--- src/rtl/i_decode.sv ---
// Decode stage: registers the fetched word, splits fields and tracks pending
// register write-backs so dependent readers stall until their sources land.
module i_decode #(
    parameter int WB_LAT = 3,
    parameter int NREGS  = 16
) (
    input  logic        clk,
    input  logic        rst,
    input  logic        run,
    input  logic [31:0] instruction,
    output logic        fetch_en,
    output logic        out_valid,
    output logic [3:0]  out_opcode,
    output logic [3:0]  out_funct,
    output logic [3:0]  out_rd,
    output logic [3:0]  out_rs1,
    output logic [3:0]  out_rs2,
    output logic [31:0] out_imm,
    output logic [19:0] out_target,
    output logic        out_writes_rd
);

    localparam logic [3:0] OPC_ARITH = 4'h0;
    localparam logic [3:0] OPC_AR_IM = 4'h1;
    localparam logic [3:0] OPC_TEST  = 4'h2;
    localparam logic [3:0] OPC_TS_IM = 4'h3;
    localparam logic [3:0] OPC_LOAD  = 4'h4;
    localparam logic [3:0] OPC_STORE = 4'h5;
    localparam logic [3:0] OPC_NOOP  = 4'hF;

    logic [NREGS-1:0][2:0] pend_q, pend_d;
    logic                  hold_valid_q, hold_valid_d;
    logic [31:0]           hold_q, hold_d;

    logic        out_valid_q, out_valid_d;
    logic [3:0]  out_opcode_q, out_opcode_d;
    logic [3:0]  out_funct_q, out_funct_d;
    logic [3:0]  out_rd_q, out_rd_d;
    logic [3:0]  out_rs1_q, out_rs1_d;
    logic [3:0]  out_rs2_q, out_rs2_d;
    logic [31:0] out_imm_q, out_imm_d;
    logic [19:0] out_target_q, out_target_d;
    logic        out_writes_rd_q, out_writes_rd_d;

    logic [31:0] cur;
    logic [3:0]  opc, rd, rs1, rs2;
    logic        is_noop, uses_rs2, is_writer, hazard, issue;

    always_comb begin
        cur       = hold_valid_q ? hold_q : instruction;
        opc       = cur[31:28];
        rd        = cur[23:20];
        rs1       = cur[19:16];
        rs2       = cur[15:12];
        is_noop   = (opc == OPC_NOOP);
        uses_rs2  = (opc == OPC_ARITH) || (opc == OPC_TEST) || (opc == OPC_STORE);
        is_writer = (opc == OPC_ARITH) || (opc == OPC_AR_IM) || (opc == OPC_LOAD);

        // r0 has no pend entry in use, so the scan starts at 1.
        hazard = 1'b0;
        for (int r = 1; r < NREGS; r++) begin
            if (!is_noop && pend_q[r] != 3'd0 &&
                ((rs1 == 4'(r)) || (uses_rs2 && rs2 == 4'(r))))
                hazard = 1'b1;
        end

        issue    = run && !hazard && !is_noop;
        fetch_en = run && !rst && !hazard;

        pend_d = '0;
        for (int r = 1; r < NREGS; r++) begin
            pend_d[r] = (pend_q[r] != 3'd0) ? pend_q[r] - 3'd1 : 3'd0;
            if (issue && is_writer && rd == 4'(r))
                pend_d[r] = 3'(WB_LAT);
        end

        hold_valid_d    = hold_valid_q;
        hold_d          = hold_q;
        out_valid_d     = 1'b0;
        out_opcode_d    = OPC_NOOP;
        out_writes_rd_d = 1'b0;
        out_funct_d     = out_funct_q;
        out_rd_d        = out_rd_q;
        out_rs1_d       = out_rs1_q;
        out_rs2_d       = out_rs2_q;
        out_imm_d       = out_imm_q;
        out_target_d    = out_target_q;

        if (issue) begin
            out_valid_d     = 1'b1;
            out_opcode_d    = opc;
            out_funct_d     = cur[27:24];
            out_rd_d        = rd;
            out_rs1_d       = rs1;
            out_rs2_d       = rs2;
            out_imm_d       = {{16{cur[15]}}, cur[15:0]};
            out_target_d    = cur[19:0];
            out_writes_rd_d = is_writer && (rd != 4'd0);
            hold_valid_d    = 1'b0;
        end else if (hazard && !hold_valid_q) begin
            hold_valid_d = 1'b1;
            hold_d       = cur;
        end
    end

    always_ff @(posedge clk) begin
        if (rst) begin
            pend_q          <= '0;
            hold_valid_q    <= 1'b0;
            hold_q          <= '0;
            out_valid_q     <= 1'b0;
            out_opcode_q    <= OPC_NOOP;
            out_funct_q     <= '0;
            out_rd_q        <= '0;
            out_rs1_q       <= '0;
            out_rs2_q       <= '0;
            out_imm_q       <= '0;
            out_target_q    <= '0;
            out_writes_rd_q <= 1'b0;
        end else begin
            pend_q          <= pend_d;
            hold_valid_q    <= hold_valid_d;
            hold_q          <= hold_d;
            out_valid_q     <= out_valid_d;
            out_opcode_q    <= out_opcode_d;
            out_funct_q     <= out_funct_d;
            out_rd_q        <= out_rd_d;
            out_rs1_q       <= out_rs1_d;
            out_rs2_q       <= out_rs2_d;
            out_imm_q       <= out_imm_d;
            out_target_q    <= out_target_d;
            out_writes_rd_q <= out_writes_rd_d;
        end
    end

    assign out_valid     = out_valid_q;
    assign out_opcode    = out_opcode_q;
    assign out_funct     = out_funct_q;
    assign out_rd        = out_rd_q;
    assign out_rs1       = out_rs1_q;
    assign out_rs2       = out_rs2_q;
    assign out_imm       = out_imm_q;
    assign out_target    = out_target_q;
    assign out_writes_rd = out_writes_rd_q;

endmodule

--- config.mk ---
export PLATFORM = sky130hd
export DESIGN_NAME = i_decode
export DESIGN_NICKNAME = d
export VERILOG_FILES = /design/src/rtl/i_decode.sv
export SDC_FILE = /design/constraint.sdc
export NUM_CORES = 1
export LEC_CHECK = 0
export ABC_AREA = 1
export ABC_CLOCK_PERIOD_IN_PS = 3600
export CAP_MARGIN = 20
export CORE_ASPECT_RATIO = 1.4
export CORE_MARGIN = 2
export CORE_UTILIZATION = 50
export CTS_CLUSTER_DIAMETER = 60
export CTS_CLUSTER_SIZE = 40
export DETAILED_ROUTE_END_ITERATION = 7
export MAX_ROUTING_LAYER = met4
export PLACE_DENSITY = 0.77
export SETUP_SLACK_MARGIN = 0.15
export SKIP_LAST_GASP = 1
export SLEW_MARGIN = 15
export SYNTH_ARGS = -nofsm -noshare
export SYNTH_HDL_FRONTEND = slang
export SYNTH_SLANG_ARGS = --single-unit
--- constraint.sdc ---
create_clock -name clk -period 3.6 [get_ports clk]
set_clock_uncertainty 0.2 [all_clocks]
set_input_delay 0.54 -clock clk [delete_from_list [all_inputs] [get_ports clk]]
set_output_delay 0.54 -clock clk [all_outputs]
set_load 0.02 [all_outputs]
==> impl_metrics.ini <==
[floorplanning]
io_pins = 110
die_w_um = 94.3
die_y_um = 130
die_area_sq_mm = 0.0123
core_sq_mm = 0.0112
row_count = 46
initial_utilization_pct = 50.9

[timing]
slew_headroom_pct = 57.5
setup_viol = 0
slew_violations = 0
grt_setup_unrepaired = false
worst_slew_pin_slew_ps = 634
post-route-min-period_ps = 3190
hold_viol_final = 0
fmax_mhz = 314
finalCritPeriodShare_pct = 88.5

[synthesis]
syn_nets = 876
syn_area_per_cell_sq_um = 6.90
synth.most_common_cell = nand2_1
yosys.area.top_type = dfxtp_1
ys_types = 26
yosysTopAreaCellShare_pct = 39.3
ys_seq_area_share_pct = 39.3
async_flop_share_pct = 0
synthTopCellsByCount = 218 x nand2_1, 112 x dfxtp_1, 99 x nor2_1
syn-cell-area_sq_mm = 0.00571
yosysWarnings = 0
synth_area_leaders = dfxtp_1 39%, nand2_1 14%, nor2_1 6.5%
ys_seq_elements = 112
synthCells = 828
synth_flop_cell = dfxtp_1
synth_edf_count = 0

[placed_design]
gp_congestion = 0.912
dpl.hpwl_mm = 9.38
place_inst = 1019
numPortBuffers = 109
placed_area_sq_mm = 0.00658

[setup_path]
path_buf_inv = 3
critical_path_class = input pin to output port
cp-end-kind = output port
rrSetupSlack_ps = 530
start_kind = input pin
endpoint = fetch_en
r2r-start = hold_valid_q$_SDFFE_PP0P_
startpoint = instruction[30]
r2r_end = hold_q[16]$_SDFFE_PP0P_
crit_top_cell = nand2_1
slowest_stage = clkdlybuf4s50_1
crit_cells = 16
crit_chain = clkdlybuf4s50_1 > inv_1 > nand2_1 > nand2_1 > nand2_1 > nand2_2 > nand3_1 > nand2_1 > nand2_1 > nand2_1 > nor2_1 > nand2_2 > nor2_4 > nor2_4 > nor2_1 > clkbuf_2
worstPathRequired_ps = 2860
rr_worst_depth = 17
cp_top_family = simple AND/OR/NAND/NOR gates
path_max_fanout = 14
cp.arrival_ps = 2450
crit_path_max_incr_delay_ps = 490

[finish]
finalNetCount = 934
drive_above_1_share_pct = 8.43
fin_cells = 1034
final_area_sq_mm = 0.00686
final_util_pct = 61.1
area_growth_pct = 20.1
nFillCells = 1074
diodes = 0

[routing]
routed_wl_mm = 13.1
via_count = 5209
ant_nets = 0
post_drt_wl_per_cell_um = 12.7
routed_via_density = 5.04
drt_iter0_markers = 228
drcViolationCount = 0
firstDrtPassIters = 5

[cts]
clk_pin_slew_ps = 70
cts.sinks = 112
clockBufferDepth = 2
cts_tree = yes
cts_buffers = 9
root_buffer = clkbuf_16
cts.htree.levels = 3
clk_latency_ps = 350
cts_setup_buffers = 0

[global_routing]
track_usage_pct = 22.4
grt_pass1_vias = 4569
use_met1_pct = 25.5
met3_usage_pct = 2.69
grt_pass1_wl_mm = 21.2
grt-busiest-layer = met2
grt_max_degree = 62
grt-ovfl-total = 0
grtUsageMet2_pct = 37.3
antenna_found_initial = 0

[power_and_ir_drop]
peakVddDrop_uv = 342
switching_share_pct = 41.3
power_density_mw_per_mm2 = 807
power.internal_uw = 3250
p_seq_share_pct = 32.7
comb_power_share_pct = 50.2
leakage_uw = 0.00310
pwr-share-clk_pct = 17.1
power.switching_uw = 2280

[flow_run]
maxCapViolCount = 0

[hold_path]
hold_path.class = register to register

[run_status]
status = complete, no violations
-- power by group through the flow --
| stage | sequential [uW] | combinational (uW) | clock, uW |
|---|---|---|---|
| floorplan | 1990 | 1870 | 0 |
| global placement | 1830 | 2760 | 0 |
| detailed placement | 1840 | 2780 | 0 |
| CTS | 1820 | 2800 | 958 |
| global route | 1860 | 3080 | 1010 |
| finish | 1810 | 2780 | 945 |
-- cells by family after synthesis --
logic type                 share of synthesized area, %
AOI/OAI and AO/OA                                  11.3
adders and majority gates                          2.85
buffers and inverters                              14.6
DFF                                                39.3
and+or+nand+nor                                    32.1
-- layer usage --
metal | routed length [um] | vias to the layer above | share of wire [%]
li1 | - | 2691 | -
met1 | 5510 | 2313 | 42
met2 | 6360 | 163 | 49
met3 | 555 | 42 | 4.2
met4 | 659 | 0 | 5.0
met5 | 0 | - | 0
-- through the flow --
step / setup TNS [ps] / hold slack, ps / setup WS [ps] / power (uW)
after detailed placement: -14.1 / 242 / -14.1 / 4630
after floorplan: 0 / 226 / 812 / 3870
after CTS: 0 / 253 / 261 / 5570
after global placement: 0 / 236 / 3.45 / 4580
final: 0 / 249 / 414 / 5540
after global routing: 0 / 271 / 185 / 5950
-- flip-flops by register name (all words and copies together), names as in the netlist --
register	flops
hold_q	32
out_rd	4
out_imm	12
hold_valid_q	1
out_funct	4
out_target	1
pend_q	45
out_rs2	3
out_rs1	4
out_opcode	4
out_valid	1
out_writes_rd	1
-- layout make-up --
cell class | instances | area, sq um | area share (%)
Clock buffer | 11 | 243 | 3.54
Clock inverter | 4 | 30.0 | 0.438
Inverter | 86 | 325 | 4.74
Multi-Input combinational cell | 555 | 2640 | 38.5
Sequential cell | 112 | 2240 | 32.7
Tap cell | 144 | 180 | 2.63
Timing Repair Buffer | 122 | 1190 | 17.4
-- layout by cell type (no fill, tap or decap), types with 10 or more instances in the layout --
| cell | netlist | routed |
|---|---|---|
| or2_2 | 18 | 18 |
| inv_1 | 81 | 81 |
| dfxtp_1 | 112 | 111 |
| ha_1 | 13 | 13 |
| nor2_1 | 99 | 97 |
| a21oi_1 | 67 | 67 |
| clkdlybuf4s50_1 | 0 | 107 |
| o21ai_0 | 22 | 22 |
| nand2_1 | 218 | 218 |
| nand4_2 | 10 | 10 |
| buf_4 | 46 | 11 |
| o21ai_1 | 33 | 33 |
| nand3_1 | 35 | 35 |
| nor3_1 | 23 | 23 |
-- how the worst min path moves through the flow --
stage / from / end / cells after the start
5_1_grt: hold_q[5]$_SDFFE_PP0P_ / hold_q[5]$_SDFFE_PP0P_ / 2
2_1_floorplan: hold_q[0]$_SDFFE_PP0P_ / hold_q[0]$_SDFFE_PP0P_ / 2
3_5_place_dp: hold_q[5]$_SDFFE_PP0P_ / hold_q[5]$_SDFFE_PP0P_ / 2
3_3_place_gp: hold_q[5]$_SDFFE_PP0P_ / hold_q[5]$_SDFFE_PP0P_ / 2
6_report: hold_q[5]$_SDFFE_PP0P_ / hold_q[5]$_SDFFE_PP0P_ / 2
4_1_cts: hold_q[5]$_SDFFE_PP0P_ / hold_q[5]$_SDFFE_PP0P_ / 2
-- timing repair --
item | 4_1_cts | 5_1_grt
hold buffers | 0 | 0
resized for setup | 6 | 2
endpoints found under the setup margin | 1 | 1
-- tightest hold or removal path, delay by kind of cell, from the launching register on --
kind | cells | cell delay [ps]
buf+inv | 1 | 60
compound gates | 1 | 50
flops | 1 | 300
(Power assumes the default switching activity.)
